## src/rtl/snake_pkg.sv

```systemverilog
// snake_pkg: shared heading, move and FSM state encodings for the snake move executor.
package snake_pkg;
    localparam logic [1:0] HDG_UP = 2'd0, HDG_RIGHT = 2'd1, HDG_DOWN = 2'd2, HDG_LEFT = 2'd3;
    localparam logic [1:0] MV_KEEP = 2'd0, MV_LEFT = 2'd1, MV_RIGHT = 2'd2;
    typedef enum logic [1:0] {ST_IDLE = 2'd0, ST_RUN = 2'd1, ST_DEAD = 2'd2} state_t;
endpackage

```

## src/rtl/snake_tick_gen.sv

```systemverilog
// snake_tick_gen: game-tick divider; tc is high during the last cycle of each TICK_DIV-cycle tick.
module snake_tick_gen #(
    parameter int TICK_DIV = 1000000
) (
    input  logic clk,
    input  logic rst_n,
    input  logic clear,
    input  logic en,
    output logic tc
);
    localparam int CW = $clog2(TICK_DIV);
    localparam logic [CW-1:0] LAST = CW'(TICK_DIV - 1);
    logic [CW-1:0] cnt_q, cnt_d;
    always_comb begin
        tc = en && cnt_q == LAST;
        cnt_d = clear ? '0 : en ? (tc ? '0 : cnt_q + 1'b1) : cnt_q;
    end
    always_ff @(posedge clk or negedge rst_n) begin
        if (!rst_n) cnt_q <= '0;
        else cnt_q <= cnt_d;
    end
endmodule

```

## src/rtl/snake_move_executor.sv

```systemverilog
// snake_move_executor: applies the steering decision once per game tick, moves the head
// and detects wall collisions.
module snake_move_executor
    import snake_pkg::*;
#(
    parameter int GRID_W = 16,
    parameter int GRID_H = 16,
    parameter int TICK_DIV = 1000000,
    parameter int START_X = 8,
    parameter int START_Y = 8,
    localparam int XW = $clog2(GRID_W),
    localparam int YW = $clog2(GRID_H)
) (
    input  logic          clk,
    input  logic          rst_n,
    input  logic          start,
    input  logic [1:0]    move,
    output logic [XW-1:0] head_x,
    output logic [YW-1:0] head_y,
    output logic [1:0]    heading,
    output logic          step,
    output logic          alive,
    output logic          game_over,
    output logic [15:0]   step_count
);
    localparam logic [XW-1:0] SX = XW'(START_X);
    localparam logic [YW-1:0] SY = YW'(START_Y);
    localparam logic [XW:0] GW = (XW + 1)'(GRID_W);
    localparam logic [YW:0] GH = (YW + 1)'(GRID_H);
    state_t        state_q, state_d;
    logic [XW-1:0] x_q, x_d;
    logic [YW-1:0] y_q, y_d;
    logic [1:0]    hdg_q, hdg_d, nh;
    logic          step_q, step_d, tc, hit;
    logic [15:0]   cnt_q, cnt_d;
    logic [XW:0]   dx, nx;
    logic [YW:0]   dy, ny;
    snake_tick_gen #(.TICK_DIV(TICK_DIV)) u_tick (
        .clk  (clk),
        .rst_n(rst_n),
        .clear(state_q != ST_RUN),
        .en   (state_q == ST_RUN),
        .tc   (tc)
    );
    // One extra bit on x/y lets a step off the low edge show up as a large value instead of wrapping.
    always_comb begin
        nh = move == MV_LEFT ? hdg_q - 2'd1 : move == MV_RIGHT ? hdg_q + 2'd1 : hdg_q;
        dx = nh == HDG_RIGHT ? (XW + 1)'(1) : nh == HDG_LEFT ? '1 : '0;
        dy = nh == HDG_DOWN ? (YW + 1)'(1) : nh == HDG_UP ? '1 : '0;
        nx = {1'b0, x_q} + dx;
        ny = {1'b0, y_q} + dy;
        hit = nx >= GW || ny >= GH;
        state_d = state_q;
        x_d = x_q;
        y_d = y_q;
        hdg_d = hdg_q;
        cnt_d = cnt_q;
        step_d = 1'b0;
        if (state_q == ST_RUN) begin
            if (tc) begin
                hdg_d = nh;
                if (hit) begin
                    state_d = ST_DEAD;
                end else begin
                    x_d = nx[XW-1:0];
                    y_d = ny[YW-1:0];
                    step_d = 1'b1;
                    cnt_d = cnt_q == 16'hFFFF ? cnt_q : cnt_q + 16'd1;
                end
            end
        end else if (start) begin
            state_d = ST_RUN;
            x_d = SX;
            y_d = SY;
            hdg_d = HDG_UP;
            cnt_d = '0;
        end
    end
    always_ff @(posedge clk or negedge rst_n) begin
        if (!rst_n) begin
            state_q <= ST_IDLE;
            x_q <= SX;
            y_q <= SY;
            hdg_q <= HDG_UP;
            step_q <= 1'b0;
            cnt_q <= '0;
        end else begin
            state_q <= state_d;
            x_q <= x_d;
            y_q <= y_d;
            hdg_q <= hdg_d;
            step_q <= step_d;
            cnt_q <= cnt_d;
        end
    end
    assign head_x = x_q;
    assign head_y = y_q;
    assign heading = hdg_q;
    assign step = step_q;
    assign step_count = cnt_q;
    assign alive = state_q == ST_RUN;
    assign game_over = state_q == ST_DEAD;
endmodule

```

## config.mk

```make
export PLATFORM = sky130hd
export DESIGN_NAME = snake_move_executor
export DESIGN_NICKNAME = d
export VERILOG_FILES = /design/src/rtl/snake_pkg.sv /design/src/rtl/snake_tick_gen.sv /design/src/rtl/snake_move_executor.sv
export SDC_FILE = /design/constraint.sdc
export NUM_CORES = 1
export LEC_CHECK = 0
export ABC_AREA = 0
export CORE_MARGIN = 2
export CORE_UTILIZATION = 25
export CTS_BUF_LIST = sky130_fd_sc_hd__clkbuf_16
export DETAILED_ROUTE_END_ITERATION = 12
export PLACE_DENSITY_LB_ADDON = 0.08
export RECOVER_POWER = 50
export SYNTH_ARGS = -nofsm -noshare
export SYNTH_HDL_FRONTEND = slang
export SYNTH_SLANG_ARGS = --single-unit
```

## constraint.sdc

```tcl
create_clock -name clk -period 2.9 [get_ports clk]
set_input_delay 0.87 -clock clk [delete_from_list [all_inputs] [get_ports clk]]
set_output_delay 0.87 -clock clk [all_outputs]
set_load 0.05 [all_outputs]
```

After elaboration in Yosys (flattened, before gate mapping)
Index checks and enable logic that the tools add are counted.
{ "totals": {"register_bits": 49, "latch_bits": 0, "ram_bits": 0, "mem_bits_ro": 0, "input_bits": 5, "out_inout_bits": 29, "memories": 0} }
{ "op_classes": {"n_addsub": 6, "multipliers": 0, "div_mod_pow": 0, "magnitude_cmp": 2, "n_eq_ne": 14, "shift": 0, "muxes": 31, "bitwise": 0, "reduce_logical": 9} }
{ "ops": {"columns": ["operator", "n"], "rows": [
  ["$mux 16", 5],
  ["$mux 20", 3],
  ["$mux 4", 7],
  ["$add 20x1->20 const B", 1],
  ["$eq 20x20->1 const B", 1],
  ["$mux 5", 4],
  ["$mux 2", 9],
  ["$add 16x1->16 const B", 1],
  ["$eq 16x16->1 const B", 1],
  ["$add 4x5->5", 2],
  ["$ge 5x5->1 const B", 2],
  ["$eq 2x2->1 const B", 4],
  ["$ne 2x2->1 const B", 4],
  ["$eq 2x1->1 const B", 3],
  ["$reduce_and 3->1", 2],
  ["$reduce_and 4->1", 1],
  ["$reduce_bool 2->1", 2],
  ["$mux 1", 3],
  ["$add 2x1->2 const B", 1],
  ["$logic_not 2->1", 1],
  ["$ne 2x1->1 const B", 1],
  ["$reduce_and 2->1", 1],
  ["$sub 2x1->2 const B", 1],
  ["$logic_and 1x1->1", 1],
  ["$logic_or 1x1->1", 1]
]} }

Logic depth before layout (Yosys ltp)
Gate-level depths: netlist (run 1).
{ "depth": {"depth_word": 12, "mapped_depth": 13, "ltp_nobuf": 10} }

By module
Synthesis (run 1) repeated with hierarchy kept, for this count alone.
{ "unflattened": {"cells_unflattened": 316, "hier_area_um2": 2877.8} }
{ "by_module_without_submodules": {"columns": ["module", "instances", "cells_each", "area_per_inst_um2", "seq_area_each_um2"], "rows": [
  ["snake_move_executor", 1, 197, 1786.7, 728.2],
  ["snake_tick_gen", 1, 119, 1091.0, 500.5]
]} }

Worst setup path after synthesis (run 1)
OpenSTA, ideal clock, no wires.
{ "synth_path": {"path_kind": "input port to flip-flop", "start": "in move[1]", "end": "reg cnt_q[7], in the netlist step_count[7]", "setup_time_ns": 0.078, "arrival_time_ns": 3.616, "path_slack_ns": -0.794, "cell_stages": 13, "path_buffers": 3, "cell_sequence": "buf_6 xnor2_1 xnor2_1 inv_1 ha_1 ha_1 or4_1 mux2i_1 or2_1 buf_6 clkbuf_1 o21ai_0 a21oi_1"} }
{ "synth_between": {"elab_chain_len": 11, "elab_cells_between_ends": 19} }
{ "synth_rtl": {"columns": ["element", "line_no", "rtl"], "rows": [
  ["start: declaration", "snake_move_executor.sv:17", "input logic [1:0] move,"],
  ["$eq 2x2->1", "snake_move_executor.sv:47", "nh = move == MV_LEFT ? hdg_q - 2'd1 : move == MV_RIGHT ? hdg_q + 2'd1 : hdg_q;"],
  ["$mux 2", "snake_move_executor.sv:47", null],
  ["$mux 2 (*)", "snake_move_executor.sv:47", null],
  ["$eq 2x2->1 / $logic_not 2->1 (equally long branches)", "snake_move_executor.sv:48, snake_move_executor.sv:49", null],
  ["$mux 5, on equally long branches (2 in a row)", "snake_move_executor.sv:48, snake_move_executor.sv:49", null],
  ["$add 4x5->5, on equally long branches", "snake_move_executor.sv:50, snake_move_executor.sv:51", null],
  ["$ge 5x5->1", "snake_move_executor.sv:52", "hit = nx >= GW || ny >= GH;"],
  ["$logic_or 1x1->1 (*)", "snake_move_executor.sv:52", null],
  ["$ne 2x2->1 (no line) (*)", null, null],
  ["$reduce_and 4->1 (no line) (*)", null, null],
  ["end signal: assignment", "snake_move_executor.sv:93", "cnt_q <= cnt_d;"],
  ["end: declaration", "snake_move_executor.sv:35", "logic [15:0] cnt_q, cnt_d;"]
]} }
Every way passes the cells marked *; elsewhere a longest branch is shown, timed or not.
A chain may end at the register's enable or synchronous reset.

Worst setup path in the final report (run 1)
{ "layout_path": {"start": "in move[1]", "end": "reg y_q[2], in the netlist head_y[2]"} }
{ "layout_between": {"elab_chain_len": 11, "elab_cells_between_ends": 22} }
{ "layout_rtl": {"columns": ["element", "line_no", "rtl"], "rows": [
  ["$eq 2x2->1", "snake_move_executor.sv:47", null],
  ["$mux 2", "snake_move_executor.sv:47", null],
  ["$mux 2 (*)", "snake_move_executor.sv:47", null],
  ["$eq 2x2->1 / $logic_not 2->1 (equally long branches)", "snake_move_executor.sv:48, snake_move_executor.sv:49", null],
  ["$mux 5, on equally long branches (2 in a row)", "snake_move_executor.sv:48, snake_move_executor.sv:49", null],
  ["$add 4x5->5, on equally long branches", "snake_move_executor.sv:50, snake_move_executor.sv:51", null],
  ["$ge 5x5->1", "snake_move_executor.sv:52", null],
  ["$logic_or 1x1->1", "snake_move_executor.sv:52", null],
  ["$ne 2x2->1 (no line)", null, null],
  ["$reduce_and 3->1 (no line)", null, null],
  ["end signal: assignment", "snake_move_executor.sv:90", "y_q <= y_d;"],
  ["end: declaration", "snake_move_executor.sv:32", "logic [YW-1:0] y_q, y_d;"]
]} }
Every way passes the cells marked *; elsewhere a longest branch is shown, timed or not. The select of a mux whose other input is x is not followed.

==> results of run 1 <==
==> power groups by stage <==
stage	Sequential (mW)	Clock [mW]	Combinational (mW)
2_1_floorplan	0.861	0	0.168
5_1_grt	0.830	0.731	0.357
3_5_place_dp	0.830	0	0.318
3_3_place_gp	0.831	0	0.316
6_report	0.817	0.671	0.318
4_1_cts	0.817	0.696	0.327
==> worst max-delay path: stages <==
cell and delay (ns):
sky130_fd_sc_hd__buf_8 0.11, sky130_fd_sc_hd__or4b_4 0.49, sky130_fd_sc_hd__o211ai_4 0.09, sky130_fd_sc_hd__xor2_1 0.10
sky130_fd_sc_hd__ha_2 0.20, sky130_fd_sc_hd__or4_4 0.49, sky130_fd_sc_hd__mux2i_4 0.23, sky130_fd_sc_hd__buf_6 0.16
sky130_fd_sc_hd__buf_6 0.10, sky130_fd_sc_hd__or4_4 0.11, sky130_fd_sc_hd__nor3_1 0.04, sky130_fd_sc_hd__o21bai_1 0.15
==> flip-flops by register name, indices dropped and copies added (netlist names) <==
signal        cells
head_x            4
head_y            4
state_q           2
u_tick.cnt_q     20
step_count       16
step              1
heading           2
==> how the worst max path moves through the flow <==
stage | start | end | slack, ns
2_1_floorplan | move[1] | step_count[11] | -0.42
3_3_place_gp | move[1] | step_count[1] | -1.06
3_5_place_dp | move[1] | step_count[1] | -1.06
4_1_cts | move[1] | head_x[2] | -0.06
5_1_grt | move[1] | step_count[8] | -0.13
6_report | move[1] | head_y[2] | -0.06
==> repair_timing <==
item,CTS,global route
hold buffers,0,0
endpoints found under the setup margin,27,24
pin swaps,22,9
gates cloned,2,0
resized for setup,25,4
buffers inserted,4,0
==> routing by layer <==
metal / wire length, um / up-vias
li1: - / 1237
met1: 3740 / 1175
met2: 3440 / 33
met3: 222 / 4
met4: 56 / 0
met5: 0 / -
==> Yosys cell counts, drive strengths merged (4+ instances only) <==
cell | instances | area [um2]
dfrtp | 47 | 1180
nand2 | 38 | 143
nor2 | 35 | 131
nand3 | 16 | 80.1
a21oi | 14 | 70.1
or4 | 13 | 101
xor2 | 13 | 114
and3 | 12 | 75.1
nand4 | 11 | 68.8
clkbuf | 10 | 37.5
mux2i | 10 | 100
xnor2 | 9 | 78.8
nor3 | 8 | 40.0
o21ai | 8 | 40.0
inv | 7 | 26.3
ha | 6 | 75.1
nand2b | 6 | 37.5
and4 | 5 | 43.8
o31ai | 5 | 37.5
buf | 4 | 33.8
o211ai | 4 | 35.0
==> layout make-up <==
type	count	share of cell area
multi-input combinational	240	0.425
tap	140	0.0460
inverter	7	0.00690
clock buffer	5	0.0329
clock inverter	3	0.0108
sequential	49	0.323
timing repair buffer	68	0.155
==> metrics by stage <==
step | util | cells | cell area (um2)
2_1_floorplan | - | 308 | 2900
3_3_place_gp | 0.328 | 499 | 3570
3_5_place_dp | 0.328 | 499 | 3570
4_1_cts | 0.350 | 512 | 3810
5_1_grt | 0.350 | 512 | 3810
6_report | 0.350 | 512 | 3810
==> kinds of logic (layout without fill, tap and decap cells) <==
family / count (synthesis) / in the layout / synth area share
AND/OR/NAND/NOR: 156 / 158 / 0.289
AO/OA/AOI/OAI: 44 / 44 / 0.109
flip-flops: 49 / 49 / 0.437
buffers and inverters: 21 / 83 / 0.0347
multiplexers: 10 / 10 / 0.0356
XOR/XNOR: 22 / 22 / 0.0686
adder cells (fa/ha/maj): 6 / 6 / 0.0267
==> impl_table.tex, run 1 <==
\begin{tabular}{lr}
\hline
Metric & Value \\
\hline
\multicolumn{2}{l}{\textbf{Yosys}} \\
\quad Synthesized instance count & 308 \\
\quad Per-instance average area after synthesis & 9.12 um2 \\
\quad Primary FF master, synth & sky130\_fd\_sc\_hd\_\_dfrtp\_1 \\
\quad Number of nets in the synthesized netlist & roughly 320 \\
\quad Seq cells post-synth & between 40 and 50 \\
\quad Distinct cell type count of the synthesized netlist & just over 40 \\
\quad Synth warnings & 0 \\
\quad Post-synthesis cell area & 2810 um2 \\
\quad EDFF count, synth & 0 \\
\quad Share of flip-flops with an asynchronous set or reset after synthesis & 1.00 \\
\quad Share of the yosys chip area belonging to registers & 0.437 \\
\multicolumn{2}{l}{\textbf{Floorplan}} \\
\quad Top Ports & 34 \\
\quad Initial core utilization & 0.258 \\
\quad Die Span Y & 110 um \\
\quad Die footprint & 12,100 um2 \\
\quad Horizontal die dimension & roughly 110 um \\
\quad Site row count & 38 \\
\quad Core Area & between 10,000 and 15,000 um2 \\
\multicolumn{2}{l}{\textbf{Timing}} \\
\quad Fin crit period & 2.96 ns \\
\quad Setup Total Neg Slack & -0.491 ns \\
\quad Number of hold violations in the final report & 0 \\
\quad Remaining max-slew budget at the tightest pin & 0.187 \\
\quad Worst hold slack after final layout & $\sim$0.50 ns \\
\quad Worst clock skew on the final layout & approximately 0.010 ns \\
\quad Tcrit/Tclk final & 1.02 \\
\quad Max Clock Freq & $\sim$340 MHz \\
\quad RSZ-0062 raised after global routing & yes \\
\quad Worst Setup Slack, final & -0.0615 ns \\
\quad Final setup violation count & 12 \\
\quad Actual slew at the worst max-slew pin & $\sim$1.2 ns \\
\quad Number of max-slew violations in the final report & 0 \\
\multicolumn{2}{l}{\textbf{Hold path}} \\
\quad Hold Path Sink & u\_tick.cnt\_q[0] \\
\quad Worst Hold Path Cells & 1 \\
\quad Worst min-delay path category & reg -> reg \\
\quad Launch instance of the worst min-delay path & u\_tick.cnt\_q[0] \\
\multicolumn{2}{l}{\textbf{Placed design}} \\
\quad Placer Congestion & 0.704 \\
\quad Post-detailed-placement half-perimeter wirelength & between 5 and 6 mm \\
\quad Count of buffers inserted at the top-level ports & 33 \\
\quad Post-place setup slack & -1.06 ns \\
\multicolumn{2}{l}{\textbf{Critical path}} \\
\quad Startpoint type of the worst setup path & input port \\
\quad Worst R2R End & head\_y[2] \\
\quad Worst Setup Path Type & in -> reg \\
\quad Number of cells on the worst reg-to-reg path & 13 \\
\quad Beginning of the worst register-to-register path & heading[0] \\
\quad FF-to-FF setup slack & $\sim$0.12 ns \\
\quad Arrival time at the worst endpoint & $\sim$3.1 ns \\
\quad Required time of the critical path & 3.08 ns \\
\quad Maximum fanout along the worst path & 4 \\
\quad Crit path capture type & flop \\
\multicolumn{2}{l}{\textbf{Global routing}} \\
\quad Final global-route overflow total & 0 \\
\quad Initial antenna violation count & 0 \\
\quad Total GRT Usage & 0.132 \\
\quad First-pass GRT wire length & roughly 13 mm \\
\quad Global routing usage on met1 & 0.192 \\
\quad Layer with the highest usage after global routing & met2 \\
\quad Met2 Resource Use GR & 0.204 \\
\quad Via count of the first global-routing pass & 2,421 \\
\quad Maximum number of pins on one net before global-route repair & 29 \\
\quad GR met3 Demand/Resource & 0.0223 \\
\multicolumn{2}{l}{\textbf{Finish}} \\
\quad Commonest non-fill, non-tap cells in the layout & 47 x sky130\_fd\_sc\_hd\_\_dfrtp\_1, 37 x sky130\_fd\_sc\_hd\_\_nand2\_1, 34 x sky130\_fd\_sc\_hd\_\_buf\_4 \\
\quad Most common library cell in the layout ignoring fill and taps & sky130\_fd\_sc\_hd\_\_dfrtp\_1 \\
\quad Relative area change from synthesis to final layout & 35.5\% \\
\quad Footprint of the multi-input gates & 1620 um2 \\
\quad Number of inserted filler cells in the final layout & approximately 1.1k \\
\quad Layout net count & roughly 380 \\
\quad Count of antenna diodes in the layout & 0 \\
\quad Sequential cell area & 1230 um2 \\
\quad Fraction of layout cells with a size suffix above 1 & 0.194 \\
\multicolumn{2}{l}{\textbf{Route}} \\
\quad Wire per inst & 14.6 um \\
\quad Wire length after detailed routing & between 7 and 8 mm \\
\quad Total iterations of the first detailed-routing run & 5 \\
\quad Number of DRC violations after detailed-routing iteration 0 & between 150 and 200 \\
\quad Antenna-violating nets left & 0 \\
\quad DR vias & around 2.4k \\
\quad DRC & 0 \\
\quad Avg Vias per Cell & between 4 and 5 \\
\multicolumn{2}{l}{\textbf{Clock tree}} \\
\quad Total CTS buffers & 5 \\
\quad Clock Sinks & between 40 and 50 \\
\quad Maximum clock path buffer count & 2 \\
\quad Root Buffer Master & sky130\_fd\_sc\_hd\_\_clkbuf\_16 \\
\quad Clock slew at reported path FFs & roughly 0.070 ns \\
\quad Skew-Pair Late Insertion Delay & 0.29 ns \\
\quad CTS tree & done \\
\quad CTS H-tree lvls & 2 \\
\multicolumn{2}{l}{\textbf{Pwr}} \\
\quad Power share of the clock group & 0.371 \\
\quad Seq pwr share & 0.452 \\
\quad Final Power & 1.81 mW \\
\quad Standby leakage power & about 1.7 nW \\
\quad Switching component of the power & 0.509 mW \\
\quad Peak VDD IR & 252 uV \\
\quad Design internal power & 1.30 mW \\
\quad Pwr per Cell Area & 475 nW/um2 \\
\quad Gate power share & 0.176 \\
\quad Switching power as a share of total power & 0.281 \\
\multicolumn{2}{l}{\textbf{Status}} \\
\quad Violations in the final reports & negative setup slack \\
\quad Result of the run & complete, but fails checks \\
\multicolumn{2}{l}{\textbf{Job}} \\
\quad Number of max-cap violations & 0 \\
\hline
\end{tabular}
No activity file was read; power rests on OpenSTA's default activity.
==> run 2: changes to the inputs <==
- clock period: 2.9 -> 3.71 ns (I/O delays scaled with it)
==> impl_table.tex, run 2 (synthesis results as in run 1) <==
\begin{tabular}{lr}
\hline
Metric & Value \\
\hline
\multicolumn{2}{l}{\textbf{Clock tree}} \\
\quad CTS tree & done \\
\quad Root Buffer Master & sky130\_fd\_sc\_hd\_\_clkbuf\_16 \\
\quad Maximum clock path buffer count & 2 \\
\quad Clock Sinks & 49 \\
\quad Total CTS buffers & 5 \\
\quad Skew-Pair Late Insertion Delay & around 0.28 ns \\
\quad CTS H-tree lvls & 2 \\
\quad Clock slew at reported path FFs & 0.07 ns \\
\quad Hold-fix buffers, CTS & 0 \\
\multicolumn{2}{l}{\textbf{Placed design}} \\
\quad Post-detailed-placement half-perimeter wirelength & between 4 and 5 mm \\
\quad Placer Congestion & about 0.75 \\
\quad Placement Cell Area & $\sim$3400 um2 \\
\quad Count of buffers inserted at the top-level ports & 33 \\
\multicolumn{2}{l}{\textbf{Timing}} \\
\quad Number of hold violations in the final report & 0 \\
\quad Number of max-slew violations in the final report & 32 \\
\quad Remaining max-slew budget at the tightest pin & -0.205 \\
\quad Fin crit period & $\sim$3.6 ns \\
\quad Worst clock skew on the final layout & around 0.0050 ns \\
\quad Tcrit/Tclk final & 0.960 \\
\quad RSZ-0062 raised after global routing & no \\
\quad Actual slew at the worst max-slew pin & 1.81 ns \\
\quad Max Clock Freq & around 280 MHz \\
\quad Final setup violation count & 0 \\
\multicolumn{2}{l}{\textbf{Route}} \\
\quad Avg Vias per Cell & between 4 and 5 \\
\quad Antenna-violating nets left & 0 \\
\quad DRC & 0 \\
\quad Wire per inst & 14.5 um \\
\quad Wire length after detailed routing & 7.16 mm \\
\quad DR vias & around 2.4k \\
\quad Number of DRC violations after detailed-routing iteration 0 & 97 \\
\quad Total iterations of the first detailed-routing run & 4 \\
\multicolumn{2}{l}{\textbf{Global routing}} \\
\quad Maximum number of pins on one net before global-route repair & 32 \\
\quad Total GRT Usage & 0.128 \\
\quad Final global-route overflow total & 0 \\
\quad Initial antenna violation count & 0 \\
\quad First-pass GRT wire length & around 12 mm \\
\quad Via count of the first global-routing pass & 2,332 \\
\multicolumn{2}{l}{\textbf{Hold path}} \\
\quad Launch instance of the worst min-delay path & u\_tick.cnt\_q[0] \\
\quad Worst min-delay path category & reg -> reg \\
\multicolumn{2}{l}{\textbf{Pwr}} \\
\quad Pwr per Cell Area & between 400 and 500 nW/um2 \\
\quad Peak VDD IR & 189 uV \\
\quad Standby leakage power & approximately 1.6 nW \\
\multicolumn{2}{l}{\textbf{Floorplan}} \\
\quad Core Area & between 10,000 and 15,000 um2 \\
\quad Die footprint & 12,100 um2 \\
\quad Site row count & 38 \\
\quad Initial core utilization & 0.258 \\
\quad Horizontal die dimension & roughly 110 um \\
\quad Top Ports & 34 \\
\quad Die Span Y & 110 um \\
\multicolumn{2}{l}{\textbf{Critical path}} \\
\quad Required time of the critical path & $\sim$4 ns \\
\quad Worst Setup Path Type & in -> reg \\
\quad Maximum fanout along the worst path & 18 \\
\quad Crit path capture type & flop \\
\quad Beginning of the worst register-to-register path & heading[0] \\
\quad Startpoint type of the worst setup path & input port \\
\quad Arrival time at the worst endpoint & 3.77 ns \\
\quad Worst setup startpoint & move[0] \\
\multicolumn{2}{l}{\textbf{Finish}} \\
\quad Count of antenna diodes in the layout & 0 \\
\quad Most common library cell in the layout ignoring fill and taps & sky130\_fd\_sc\_hd\_\_dfrtp\_1 \\
\quad Share of the core filled with cells in the final layout & 0.332 \\
\quad Layout net count & 363 \\
\quad Fraction of layout cells with a size suffix above 1 & 0.110 \\
\quad Commonest non-fill, non-tap cells in the layout & 47 x sky130\_fd\_sc\_hd\_\_dfrtp\_1, 38 x sky130\_fd\_sc\_hd\_\_nand2\_1, 35 x sky130\_fd\_sc\_hd\_\_nor2\_1 \\
\quad Largest reg by FF count & u\_tick.cnt\_q \\
\quad Fin area & $\sim$3600 um2 \\
\quad Relative area change from synthesis to final layout & 28.8\% \\
\quad Flip-flop count of the largest register, all copies and words added & 20 \\
\multicolumn{2}{l}{\textbf{Job}} \\
\quad Number of max-cap violations & 1 \\
\multicolumn{2}{l}{\textbf{Status}} \\
\quad Result of the run & complete, but fails checks \\
\quad Violations in the final reports & max-capacitance violations, max-slew violations \\
\hline
\end{tabular}
run 2: cell count changes in the layout (fill, tap and decap cells not counted), sizes merged:
cell	before	now
dlygate4sd2	0	1
dlygate4sd3	0	1
or2	3	1
bufinv	1	2
clkbuf	7	8
clkinvlp	1	0
buf	37	17
run 2: power by group:
group	total, mW	leakage [nW]	internal (mW)	switching [mW]
registers	0.643	0.652	0.583	0.0599
logic	0.225	0.837	0.0996	0.125
clock network	0.588	0.0938	0.385	0.203
run 2: metal layers:
layer	GRT usage	vias to the layer above	wire length, um
li1	-	1199	-
met1	0.180	1156	3600
met2	0.201	32	3310
met3	0.0317	2	218
met4	0.0217	0	38
met5	0	-	0
run 2: timing repair:
item                                    4_1_cts  5_1_grt
hold endpoints to repair                      0        0
pin swaps                                     3        3
gates resized for setup                       3        4
endpoints found under the setup margin       23        8
setup buffers                                 0        1
run 2: worst paths after layout:
kind | endpoint | depth (start not counted) | slack [ns]
max in group asynchronous | step_count[0] | 2 | 1.07
setup / recovery | step_count[13] | 12 | 0.15
hold / removal | u_tick.cnt_q[0] | 1 | 0.51
min in group asynchronous | u_tick.cnt_q[10] | 1 | 1.31
setup reg to reg | step_count[13] | 10 | 0.65
hold reg to reg | u_tick.cnt_q[0] | 1 | 0.51
run 2: layout make-up:
class	count	area, um2
clock buffer	5	125
multi-input combinational	238	1540
inverter	7	26.3
tap	140	175
sequential	49	1230
timing repair buffer	51	463
clock inverter	3	65.1
fill	1126	7270
run 2: stage by stage:
| step | power, mW | setup slack [ns] | setup TNS (ns) | hold WS, ns | cells |
|---|---|---|---|---|---|
| after floorplan | 0.798 | 0.00843 | 0 | 0.455 | 308 |
| after global placement | 0.878 | -0.371 | -8.11 | 0.489 | 484 |
| after detailed placement | 0.878 | -0.421 | -9.22 | 0.495 | 484 |
| after CTS | 1.48 | 0.0759 | 0 | 0.505 | 492 |
| after global routing | 1.54 | 0.00420 | 0 | 0.526 | 493 |
| final | 1.46 | 0.147 | 0 | 0.511 | 493 |
run 2: worst max-delay path, cell delays in order:
cell and delay (ns):
sky130_fd_sc_hd__dlygate4sd2_1 0.27, sky130_fd_sc_hd__or4_4 0.55, sky130_fd_sc_hd__o311ai_4 0.08, sky130_fd_sc_hd__xor2_1 0.11, sky130_fd_sc_hd__ha_2 0.20, sky130_fd_sc_hd__buf_4 0.13, sky130_fd_sc_hd__nand3_1 0.12, sky130_fd_sc_hd__mux2i_4 0.10
sky130_fd_sc_hd__or2_1 0.27, sky130_fd_sc_hd__buf_12 0.17, sky130_fd_sc_hd__or4_1 0.50, sky130_fd_sc_hd__a21oi_1 0.16
==> run 3: changes to the inputs <==
- CAP_MARGIN: not set -> 25
==> results of run 3 <==
The final DEF is identical to that of run 2; final timing and power are the same.
